--- config.mk ---
export PLATFORM = sky130hd
export DESIGN_NAME = modulo_job_sequencer
export DESIGN_NICKNAME = d
export VERILOG_FILES = /design/src/rtl/modulo_job_sequencer.sv
export SDC_FILE = /design/constraint.sdc
export NUM_CORES = 1
export LEC_CHECK = 0
export ABC_CLOCK_PERIOD_IN_PS = 2400
export CORE_MARGIN = 5
export CORE_UTILIZATION = 42
export CTS_BUF_LIST = sky130_fd_sc_hd__clkbuf_8 sky130_fd_sc_hd__clkbuf_16
export CTS_CLUSTER_SIZE = 40
export DETAILED_ROUTE_END_ITERATION = 6
export GPL_ROUTABILITY_DRIVEN = 0
export PLACE_DENSITY = 0.88
export RECOVER_POWER = 25
export SYNTH_ARGS = -nofsm -noshare
export SYNTH_HDL_FRONTEND = slang
export SYNTH_SLANG_ARGS = --single-unit
--- constraint.sdc ---
create_clock -name clk -period 2.4 [get_ports clk]
set_input_delay 0.48 -clock clk [delete_from_list [all_inputs] [get_ports clk]]
set_output_delay 0.48 -clock clk [all_outputs]
set_load 0.02 [all_outputs]
--- src/rtl/modulo_job_sequencer.sv ---
// Host-side initiator for the repeated-subtraction modulo unit: request/response
// valid/ready ports, zero-divisor bypass, optional WAIT watchdog (MOD_SEQ_TIMEOUT_EN).
module modulo_job_sequencer #(
  parameter int unsigned WIDTH          = 32,
  parameter int unsigned TIMEOUT_CYCLES = 1024
) (
  input  logic             clk,
  input  logic             rst,
  input  logic             req_valid_i,
  output logic             req_ready_o,
  input  logic [WIDTH-1:0] zahl1_i,
  input  logic [WIDTH-1:0] zahl2_i,
  output logic             resp_valid_o,
  input  logic             resp_ready_i,
  output logic [WIDTH-1:0] resp_rest_o,
  output logic             resp_err_o,
  output logic             mod_start_o,
  output logic [WIDTH-1:0] mod_zahl1_o,
  output logic [WIDTH-1:0] mod_zahl2_o,
  input  logic             mod_valid_i,
  input  logic [WIDTH-1:0] mod_erg_i,
  output logic             mod_rst_o,
  output logic             busy_o
);

  if (TIMEOUT_CYCLES < 2 || TIMEOUT_CYCLES > 65536) begin : g_bad_timeout
    $error("TIMEOUT_CYCLES must lie in 2..65536");
  end

  typedef enum logic [2:0] {
    S_IDLE,
    S_LAUNCH,
    S_WAIT,
`ifdef MOD_SEQ_TIMEOUT_EN
    S_ABORT,
`endif
    S_RESP
  } state_t;

  state_t state_q, state_d;
  logic   req_hs;
  logic   zero_div;

`ifdef MOD_SEQ_TIMEOUT_EN
  localparam logic [15:0] WD_LAST = 16'(TIMEOUT_CYCLES - 1);
  logic [15:0] wd_cnt_q;
  logic        abort_cnt_q;
`endif

  assign zero_div = (zahl2_i == '0);

  always_ff @(posedge clk) begin
    if (rst) state_q <= S_IDLE;
    else     state_q <= state_d;
  end

  always_comb begin
    state_d = state_q;
    req_hs  = 1'b0;
    case (state_q)
      S_IDLE: begin
        if (req_valid_i && !rst) begin
          req_hs  = 1'b1;
          state_d = zero_div ? S_RESP : S_LAUNCH;
        end
      end
      S_LAUNCH: state_d = S_WAIT;
      S_WAIT: begin
        if (mod_valid_i) state_d = S_RESP;
`ifdef MOD_SEQ_TIMEOUT_EN
        else if (wd_cnt_q == WD_LAST) state_d = S_ABORT;
`endif
      end
`ifdef MOD_SEQ_TIMEOUT_EN
      S_ABORT: if (abort_cnt_q) state_d = S_RESP;
`endif
      S_RESP: if (resp_ready_i) state_d = S_IDLE;
      default: state_d = S_IDLE;
    endcase
  end

  assign req_ready_o  = (state_q == S_IDLE) && !rst;
  assign resp_valid_o = (state_q == S_RESP);
  assign mod_start_o  = (state_q == S_LAUNCH);
  assign busy_o       = (state_q != S_IDLE);

  // Operand registers change only on a request handshake, so the unit may latch late.
  always_ff @(posedge clk) begin
    if (rst) begin
      mod_zahl1_o <= '0;
      mod_zahl2_o <= '0;
      resp_rest_o <= '0;
      resp_err_o  <= 1'b0;
    end else begin
      if (req_hs) begin
        mod_zahl1_o <= zahl1_i;
        mod_zahl2_o <= zahl2_i;
        if (zero_div) begin
          resp_rest_o <= zahl1_i;
          resp_err_o  <= 1'b1;
        end
      end
      if (state_q == S_WAIT && mod_valid_i) begin
        resp_rest_o <= mod_erg_i;
        resp_err_o  <= 1'b0;
      end
`ifdef MOD_SEQ_TIMEOUT_EN
      if (state_q == S_ABORT && abort_cnt_q) begin
        resp_rest_o <= '0;
        resp_err_o  <= 1'b1;
      end
`endif
    end
  end

`ifdef MOD_SEQ_TIMEOUT_EN
  // Holding the count at zero outside WAIT is the same as clearing it on entry.
  always_ff @(posedge clk) begin
    if (rst || state_q != S_WAIT) wd_cnt_q <= '0;
    else                          wd_cnt_q <= wd_cnt_q + 16'd1;
  end

  always_ff @(posedge clk) begin
    if (rst) abort_cnt_q <= 1'b0;
    else     abort_cnt_q <= (state_q == S_ABORT) && !abort_cnt_q;
  end

  assign mod_rst_o = (state_q == S_ABORT);
`else
  assign mod_rst_o = 1'b0;
`endif

endmodule

-- Word-level counts from Yosys, hierarchy flattened
Cells that the tools add are included.
- register bits after elaboration: 100
- input bits: 101
- output and inout bits: 102
- muxes and demuxes: 10
- equal/unequal tests: 6
- reduce and logical (&&, ||, !) cells: 13
- operator list (cell ; number):
    32-bit two-way mux ; 3
    32-bit zero test ; 1
    3-bit case mux with 4 select lines ; 1
    3-bit two-way mux ; 3
    3-bit by 2-bit equality test with 1-bit output, second input constant ; 2
    2-bit != test, second input constant ; 2
    2-bit AND reduction ; 2
    2-bit nonzero test ; 2
    3-bit by 1-bit equality test with 1-bit output, second input constant ; 1
    1-bit logical AND ; 3
    3-bit zero test ; 1
    3-bit AND reduction ; 1
    3-bit nonzero test ; 1
    1-bit two-way mux ; 2
    2-bit two-way mux ; 1
    2-bit by 1-bit != test with 1-bit output, second input constant ; 1
    2-bit OR reduction ; 1
    1-bit zero test ; 1

-- Logic depth before layout (Yosys ltp)
Gate-level depths: netlist (run 1).
- depth in word-level cells: 6
- gate-level depth with buffers: 8
- gate-level depth less buffers: 6

-- Worst setup path after synthesis (run 1)
OpenSTA, ideal clock, no wires.
- path kind: input to register
- start point: input zahl2_i[26]
- end point: register resp_rest_o[0]
- stages on the path: 5
- data arrival time: 1.700 ns
- path buffers: 1
- setup slack: 0.580 ns
- required time: 2.279 ns
- cell sequence: nor4_1 -> nand4_1 -> nor2_2 -> clkbuf_8 -> mux2_2
- cells in the longest elaborated chain, start to end: 3
- RTL lines (element ; RTL line ; source):
    from (decl) ; 12 ; input logic [WIDTH-1:0] zahl2_i,
    32-bit zero test ; 50 ; assign zero_div = (zahl2_i == '0);
    2-bit nonzero test (no source line) ; -- ;
    2-bit AND reduction (no source line) ; -- ;
    to (signal assigned) ; 99 ; resp_rest_o <= zahl1_i;
    to (signal assigned) ; 104 ; resp_rest_o <= mod_erg_i;
    to (decl) ; 15 ; output logic [WIDTH-1:0] resp_rest_o,
Every way passes these cells.
A chain may end at the register's enable or synchronous reset.

-- Final worst setup path (run 1)
- start point: register state_q[0]
- end point: output busy_o
- cells in the longest elaborated chain, start to end: 1
- RTL lines (element ; RTL line ; source):
    from (decl) ; 40 ; state_t state_q, state_d;
    from (signal assigned) ; 54 ; else state_q <= state_d;
    3-bit nonzero test ; 85 ; assign busy_o = (state_q != S_IDLE);
    to (decl) ; 23 ; output logic busy_o
Every way passes these cells.

==> results of run 1 <==
-- through the flow --
| stage | std cells | total power [mW] | worst slack (ns) | utilization (%) | TNS [ns] |
|---|---|---|---|---|---|
| finish | 907 | 5.512 | 0.1248 | 64.22 | 0 |
| global route | 907 | 5.823 | 0.01712 | 64.22 | 0 |
| CTS | 907 | 5.571 | 0.08480 | 64.34 | 0 |
| detailed placement | 891 | 4.461 | -0.05605 | 62.42 | -0.8757 |
| global placement | 891 | 4.375 | -0.07281 | 62.42 | -1.752 |
| floorplan | 581 | 3.372 | 0.5798 | - | 0 |
-- layout make-up --
type	count	area [µm²]
inverter	7	26.28
tap	140	175.2
fill	893	3827
multi-input combinational	427	2278
clock buffer	12	165.2
sequential	99	1982
clock inverter	4	41.29
timing repair buffer	218	2202
-- worst reg2reg max path: cells and delay by family (launching register included) --
family / cells / cell delay [ns]
buf+inv: 1 / 0.09
fa+ha+maj: 1 / 0.25
compound gates: 1 / 0.19
mux: 1 / 0.16
simple gates: 2 / 1.02
flops: 1 / 0.35
-- routing by layer --
metal,global-route usage [%],wire length [µm],share of wire [%]
met5,0,0,0
met4,10.06,449,3.0
met3,4.987,1185,8.0
met2,38.87,7284,49
met1,25.44,5925,40
-- registers in the layout, summed over array words and instances, names as in the netlist --
register,cells
state_q,2
mod_zahl2_o,32
mod_zahl1_o,32
resp_err_o,1
resp_rest_o,32
-- synthesized netlist by cell type (all sizes together), types with 2 or more instances --
master	number	share of area, %
a21oi	76	8.4
nor2	6	0.55
nor4	8	1.1
nand4	2	0.28
inv	7	0.58
nand2	191	16
mux2i	3	0.66
o21ai	64	7.1
clkbuf	32	3.5
a31oi	10	1.4
mux2	32	7.9
ha	4	1.1
dfxtp	99	44
buf	16	2.1
a22o	22	4.3
-- power breakdown --
group	internal [mW]	switching, mW
clock network	0.558	0.544
registers	1.94	0.181
logic	1.07	1.22
total	3.56	1.95
-- worst max-delay path by stage --
stage                            to  slack (ns)  depth (start not counted)
floorplan            resp_rest_o[0]        0.58                          5
global placement    resp_rest_o[16]       -0.07                          6
detailed placement   resp_rest_o[7]       -0.06                          6
CTS                          busy_o        0.08                          4
global route                 busy_o        0.02                          4
finish                       busy_o        0.12                          4
-- repair_timing --
item | CTS | global route
endpoints found under the setup margin | 1 | 0
resized for setup | 1 | 0
endpoints found under the hold margin | 0 | 0
-- cells by family (layout without fill, tap and decap cells) --
group / after synthesis / in the layout
AOI/OAI and AO/OA: 175 / 175
other: 1 / 1
muxes: 35 / 35
DFF: 99 / 99
and+or+nand+nor: 212 / 212
adders and majority gates: 4 / 4
buffers and inverters: 55 / 241
==> impl_metrics.tcl, run 1 <==
set metrics [dict create \
    nets 867 \
    finalCritPeriodShare_pct 94.80 \
    io_pins 203 \
    clock_path_buffers 2 \
    synth_top_family_by_area "compound AO/OA/AOI/OAI gates" \
    drc 0 \
    grt_usage_pct 22.07 \
    start_util_pct 42.37 \
    syn_area_um2 4533 \
    maxCapViolCount 0 \
    yosys.area_share.simple_pct 18.52 \
    p_per_area_nw_per_um2 802.4 \
    critical_path_required_ns 1.92 \
    crit_path_frequent_cell "inv_1" \
    setup_viol 0 \
    path_max_fanout 5 \
    grt_pass1_vias 4995 \
    holdWs_ns 0.4467 \
    rsz0062_at_grt "no" \
    n_antenna_cell 0 \
    relSlewSlack_pct 32.89 \
    hold_class "reg -> reg" \
    cts_tree "yes" \
    peakVddDrop_mv 0.4932 \
    critical_path.top_delay_family "buffers and inverters" \
    fmax_ghz 0.4395 \
    grt_first_pass_wirelength_um 23570 \
    holdBufCountCts 0 \
    synth_compound_area_share_pct 21.78 \
    critical_path_class "reg -> out" \
    wl_per_cell_um 16.37 \
    antenna_found_initial 0 \
    endpoint_kind "primary output" \
    cts_htree_levels 3 \
    hpwlAfterDp_um 10930 \
    synth_ff_type "dfxtp_1" \
    status "completed" \
    skew_ns 0.006560 \
    synthXorXnorAreaFrac_pct 0 \
    clkSinkCount 99 \
    hold_viol 0 \
    rrSetupSlack_ns 0.30 \
    worstPathCellList "inv_1, ha_1, inv_1, clkdlybuf4s50_1" \
    ff2ff_path_depth 6 \
    wl_um 14840 \
    postLayoutCellArea_um2 6870 \
    netlist_instances 581 \
    min-delay-start "mod_zahl1_o[4]" \
    area_growth_syn_to_layout_pct 51.56 \
    maxSlewViolCount 0 \
    dieArea_um2 12970 \
    numPortBuffers 201 \
    avgSynthCellArea_um2 7.802 \
    synth_fp_nets 686 \
    slowest_delay_ns 0.60 \
    synth_edf_count 0 \
    drt-initial-drc-count 436 \
    clk_pin_slew_ns 0.09 \
    critPathArrivalTime_ns 1.80 \
    p_leak_nw 2.536 \
    row_count 38 \
    layout-drive-gt1-share_pct 8.735 \
    critPathSlowestCell "clkdlybuf4s50_1" \
    die_x_um 113.9 \
    core_area_um2 10700 \
    cts_made_buffers 9 \
    cts_setup_buffers 0 \
    viasPerCell 5.391 \
    die_h_um 113.9 \
    cp-start-kind "flip-flop" \
    synth_adder_area_share_pct 1.104 \
    grt.overflow.total 0 \
    period_needed_ns 2.275 \
    synthMuxAreaShare_pct 8.612 \
    hold_end "mod_zahl1_o[4]" \
    ys_types 29 \
    async_flop_share_pct 0 \
    ys.warnings.count 0 \
    ant_nets 0 \
    vias 4890 \
    cp_num_buf_inv 3 \
    placed_area_um2 6678 \
    cts_root_buf "clkbuf_8" \
    layout_commonest_cell "clkdlybuf4s50_1" \
    r2r_start "state_q[0]" \
    yosysSeqAreaShare_pct 43.72 \
    drt-pass1-iter-count 6 \
    min_path_cells 2 \
    ys_ff_latch 99 \
    grt_max_degree 68 \
    tightestPinTransition_ns 1.007 \
    r2r-end "resp_rest_o[27]" \
    layout_common_cells "clkdlybuf4s50_1 (199), nand2_1 (190), dfxtp_1 (99), a21oi_1 (76), o21ai_0 (64)" \
    clock_latency_ns 0.35 \
    setup.worst_path.start "state_q[0]" \
]
Note: power is estimated with default switching activity, not from simulation.
==> run 2, diff against run 1 <==
--- a/config.mk
+++ b/config.mk
@@ -11,9 +11,7 @@
 export CTS_BUF_LIST = sky130_fd_sc_hd__clkbuf_8 sky130_fd_sc_hd__clkbuf_16
 export CTS_CLUSTER_SIZE = 40
 export DETAILED_ROUTE_END_ITERATION = 6
-export GPL_ROUTABILITY_DRIVEN = 0
 export PLACE_DENSITY = 0.88
-export RECOVER_POWER = 25
 export SYNTH_ARGS = -nofsm -noshare
 export SYNTH_HDL_FRONTEND = slang
 export SYNTH_SLANG_ARGS = --single-unit
==> run 2 against run 1 <==
Against the previous run:
- register-to-register slack about the same
- sequential power about the same
- sequential share of layout area about the same
- utilization increased by 0.11 points
- clock skew increased by 0.0040 ns
- global-route usage increased by 0.99 points
- critical endpoint unchanged
- largest cell class unchanged
==> impl_metrics.tcl, run 2 (same netlist as run 1, synthesis figures left out) <==
set metrics [dict create \
    status "completed" \
    cts.repair.resized 1 \
    critPathArrivalTime_ns 1.80 \
    viasPerCell 5.444 \
    area_growth_syn_to_layout_pct 51.81 \
    row_count 38 \
    clkSinkCount 99 \
    path_max_fanout 5 \
    hpwlAfterDp_um 11250 \
    period_needed_ns 2.277 \
    grt_usage_pct 23.06 \
    finalCritPeriodShare_pct 94.87 \
    vias 4943 \
    n_fill_cell 870 \
    hold_class "reg -> reg" \
    maxCapViolCount 0 \
    wl_um 15360 \
    critical_path.top_delay_family "buffers and inverters" \
    reg.largest.list "mod_zahl1_o (32), mod_zahl2_o (32), resp_rest_o (32)" \
    nets 868 \
    grt_max_degree 67 \
    setup-tns-final_ns 0 \
    drt-initial-drc-count 470 \
    clk_pin_slew_ns 0.09 \
    layout_common_cells "clkdlybuf4s50_1 (199), nand2_1 (190), dfxtp_1 (99), a21oi_1 (76), o21ai_0 (64)" \
    cts_root_buf "clkbuf_8" \
    critical_path_required_ns 1.92 \
    grt_first_pass_wirelength_um 24380 \
    die_h_um 113.9 \
    cts_tree "yes" \
    critical_path_class "reg -> out" \
    ant_nets 0 \
    setup_viol 0 \
    rsz0062_at_grt "no" \
    layout_commonest_cell "clkdlybuf4s50_1" \
    dieArea_um2 12970 \
    slowest_delay_ns 0.61 \
    relSlewSlack_pct 31.08 \
    cp-start-kind "flip-flop" \
    holdWs_ns 0.4437 \
    holdBufCountCts 0 \
    start_util_pct 42.37 \
    clock_latency_ns 0.36 \
    tightestPinTransition_ns 1.034 \
    peakVddDrop_mv 0.4208 \
    critPathSlowestCell "clkdlybuf4s50_1" \
    antenna_found_initial 0 \
    drc 0 \
    worstPathCellList "inv_1, ha_1, inv_1, clkdlybuf4s50_1" \
    maxSlewViolCount 0 \
    hold_viol 0 \
    gp_congestion 0.9439 \
    grt_pass1_vias 5053 \
    cp_num_buf_inv 3 \
    p_per_area_nw_per_um2 812.7 \
    p_leak_nw 2.530 \
    fmax_ghz 0.4392 \
    cts_htree_levels 3 \
    endpoint_kind "primary output" \
    grt.overflow.total 0 \
    drt-pass1-iter-count 7 \
    skew_ns 0.01051 \
    n_antenna_cell 0 \
    cts_setup_buffers 0 \
    io_pins 203 \
    wl_per_cell_um 16.92 \
    clock_path_buffers 2 \
    die_x_um 113.9 \
    layout-drive-gt1-share_pct 9.245 \
    core_area_um2 10700 \
    crit_path_frequent_cell "inv_1" \
    numPortBuffers 201 \
    cts_made_buffers 9 \
]
-- run 2: area by class of cell --
cell class,instances,area [µm²],area share (%)
tap,140,175.2,2.545
sequential,99,1982,28.80
clock inverter,7,86.33,1.255
multi-input combinational,427,2285,33.20
clock buffer,9,123.9,1.800
timing repair buffer,219,2203,32.02
inverter,7,26.28,0.3818
-- run 2: routing by layer --
| layer | part of all wire (%) | global-route usage, % |
|---|---|---|
| met5 | 0 | 0 |
| met4 | 2.5 | 10.53 |
| met3 | 8.8 | 6.154 |
| met2 | 50 | 40.24 |
| met1 | 39 | 26.30 |
-- run 2: final timing paths --
check / from / to / slack, ns / cells past startpoint
max: state_q[0] / busy_o / 0.12 / 4
min: mod_zahl1_o[7] / mod_zahl1_o[7] / 0.44 / 2
max reg2reg: state_q[0] / resp_rest_o[8] / 0.31 / 6
min reg2reg: mod_zahl1_o[7] / mod_zahl1_o[7] / 0.44 / 2
-- run 2: power breakdown --
part	total (mW)	switching (mW)	leakage (nW)	internal (mW)
Clock	1.16	0.579	0.109	0.577
Combinational	2.31	1.24	1.61	1.07
Sequential	2.12	0.181	0.809	1.94
-- run 2: worst min-delay path, stage by stage (launching register included) --
cell	delay, ns
dfxtp_1	0.32
nand2_1	0.05
nand2_1	0.04
-- run 2: per-stage QoR --
step / area (µm²) / cells / power [mW] / worst slack [ns] / util, %
final: 6882 / 908 / 5.592 / 0.1231 / 64.33
after global routing: 6882 / 908 / 5.907 / 0.03721 / 64.33
after CTS: 6882 / 908 / 5.626 / 0.07444 / 64.33
after detailed placement: 6673 / 892 / 4.475 / -0.08466 / 62.37
after global placement: 6673 / 892 / 4.379 / -0.07831 / 62.37
after floorplan: 4533 / 581 / 3.372 / 0.5798 / -
==> run 3, diff against run 2 <==
--- a/config.mk
+++ b/config.mk
@@ -11,6 +11,7 @@
 export CTS_BUF_LIST = sky130_fd_sc_hd__clkbuf_8 sky130_fd_sc_hd__clkbuf_16
 export CTS_CLUSTER_SIZE = 40
 export DETAILED_ROUTE_END_ITERATION = 6
+export GPL_TIMING_DRIVEN = 0
 export PLACE_DENSITY = 0.88
 export SYNTH_ARGS = -nofsm -noshare
 export SYNTH_HDL_FRONTEND = slang
==> run 3 against run 2 <==
Against the previous run:
- clock-buffer cell count up 1
- worst setup slack gained 0.027 ns
- critical endpoint unchanged
- non-clock buffer count up 29
- sequential share of layout area decreased by 0.19 points
- global-route usage up 0.30 points
- combinational power about the same
- highest routed layer unchanged
- critical path type unchanged
- hold slack improved by 0.0058 ns
==> impl_metrics.tcl, run 3 (same netlist as run 1, synthesis figures left out) <==
set metrics [dict create \
    setup-tns-final_ns 0 \
    hold_viol 0 \
    final.setup.worst_slack_ns 0.1500 \
    r2r_start "state_q[0]" \
    wl_um 15660 \
    cts_tree "yes" \
    status "completed" \
    layout_common_cells "clkdlybuf4s50_1 (200), nand2_1 (191), dfxtp_1 (99), a21oi_1 (76), o21ai_0 (64)" \
    path_max_fanout 5 \
    row_count 38 \
    io_pins 203 \
    drt-pass1-iter-count 5 \
    period_needed_ns 2.250 \
    die_h_um 113.9 \
    cts_made_buffers 9 \
    cts_setup_buffers 0 \
    maxCapViolCount 0 \
    min-delay-start "mod_zahl1_o[31]" \
    cts_htree_levels 3 \
    gp_congestion 0.8652 \
    area_growth_syn_to_layout_pct 52.83 \
    cp-start-kind "flip-flop" \
    setup_viol 0 \
    relSlewSlack_pct 55.27 \
    tightestPinTransition_ns 0.6709 \
    nets 897 \
    endpoint_kind "primary output" \
    place_inst 922 \
    ff2ff_path_depth 7 \
    critical_path_required_ns 1.92 \
    dieArea_um2 12970 \
    core_area_um2 10700 \
    numPortBuffers 201 \
    reg.largest.list "mod_zahl1_o (32), mod_zahl2_o (32), resp_rest_o (32)" \
    antenna_found_initial 0 \
    layout-drive-gt1-share_pct 9.034 \
    wl_per_cell_um 16.71 \
    hpwlAfterDp_um 11800 \
    skew_ns 0.01133 \
    clock_latency_ns 0.35 \
    vias 4866 \
    finalCritPeriodShare_pct 93.75 \
    critical_path_class "reg -> out" \
    p_per_area_nw_per_um2 797.9 \
    grt_pass1_vias 4796 \
    die_x_um 113.9 \
    clk_pin_slew_ns 0.10 \
    hold_end "mod_zahl1_o[31]" \
    clock_path_buffers 2 \
    maxSlewViolCount 0 \
    grt_usage_pct 23.36 \
    cts_root_buf "clkbuf_8" \
    drc 0 \
    peakVddDrop_mv 0.4118 \
    grt_first_pass_wirelength_um 24350 \
    hold_class "reg -> reg" \
    critPathArrivalTime_ns 1.77 \
    layout_commonest_cell "clkdlybuf4s50_1" \
    ant_nets 0 \
    grt.overflow.total 0 \
    rrSetupSlack_ns 0.26 \
    viasPerCell 5.193 \
    clkSinkCount 99 \
    fmax_ghz 0.4445 \
    holdBufCountCts 0 \
    total_power_mw 5.528 \
    r2r-end "mod_zahl1_o[24]" \
    n_antenna_cell 0 \
    place_ws_ns -0.3109 \
    instances_no_fill 937 \
    rsz0062_at_grt "no" \
    min_path_cells 2 \
    p_leak_nw 2.565 \
    grt_max_degree 17 \
    drt-initial-drc-count 374 \
    cts.repair.resized 1 \
    start_util_pct 42.37 \
]
run 3: cell count changes in the layout (fill, tap and decap cells not counted), sizes merged:
cell / delta
buf: -3
bufinv: -1
clkbuf: +32
clkdlybuf4s50: +1
clkinv: +2
inv: -2
run 3: stage by stage:
stage,cell area (µm²),hold WS [ns],utilization [%]
after floorplan,4533,0.5188,-
after global placement,6720,0.4302,62.82
after detailed placement,6720,0.4366,62.82
after CTS,6923,0.4524,64.71
after global routing,6928,0.4754,64.76
final,6928,0.4494,64.76
run 3: how the worst max path moves through the flow:
stage,startpoint,endpoint,slack [ns],cells past startpoint
2_1_floorplan,zahl2_i[26],resp_rest_o[0],0.58,5
3_3_place_gp,zahl2_i[26],resp_rest_o[8],-0.25,6
3_5_place_dp,zahl2_i[18],resp_rest_o[8],-0.31,6
4_1_cts,zahl2_i[18],resp_rest_o[8],0.06,6
5_1_grt,state_q[0],mod_zahl1_o[24],0.01,7
6_report,state_q[0],busy_o,0.15,4
run 3: power by group:
group	switching, mW	leakage (nW)	total, mW	internal (mW)
Combinational	1.27	1.66	2.32	1.05
Sequential	0.171	0.809	2.11	1.94
Clock	0.584	0.0999	1.10	0.511
Total	2.03	2.56	5.53	3.50
run 3: worst max-delay path, stage by stage, from the launching register on:
cell	delay, ns
dfxtp_1	0.39
inv_1	0.08
ha_1	0.25
inv_1	0.10
clkdlybuf4s50_1	0.60
run 3: final cells by class:
cell class                      count  area, µm²
Timing Repair Buffer              201       2011
Clock inverter                      6      66.31
Fill cell                         946       3770
Inverter                            7      26.28
Multi-Input combinational cell    427       2276
Clock buffer                       10      137.6
Tap cell                          140      175.2
Buffer                             47      254.0
Sequential cell                    99       1982
run 3: routing by layer:
metal / wire length, µm / share of wire, % / GRT usage, %
met1: 6514 / 42 / 29.01
met2: 7702 / 49 / 40.44
met3: 1138 / 7.3 / 4.775
met4: 303 / 1.9 / 7.759
met5: 0 / 0 / 0
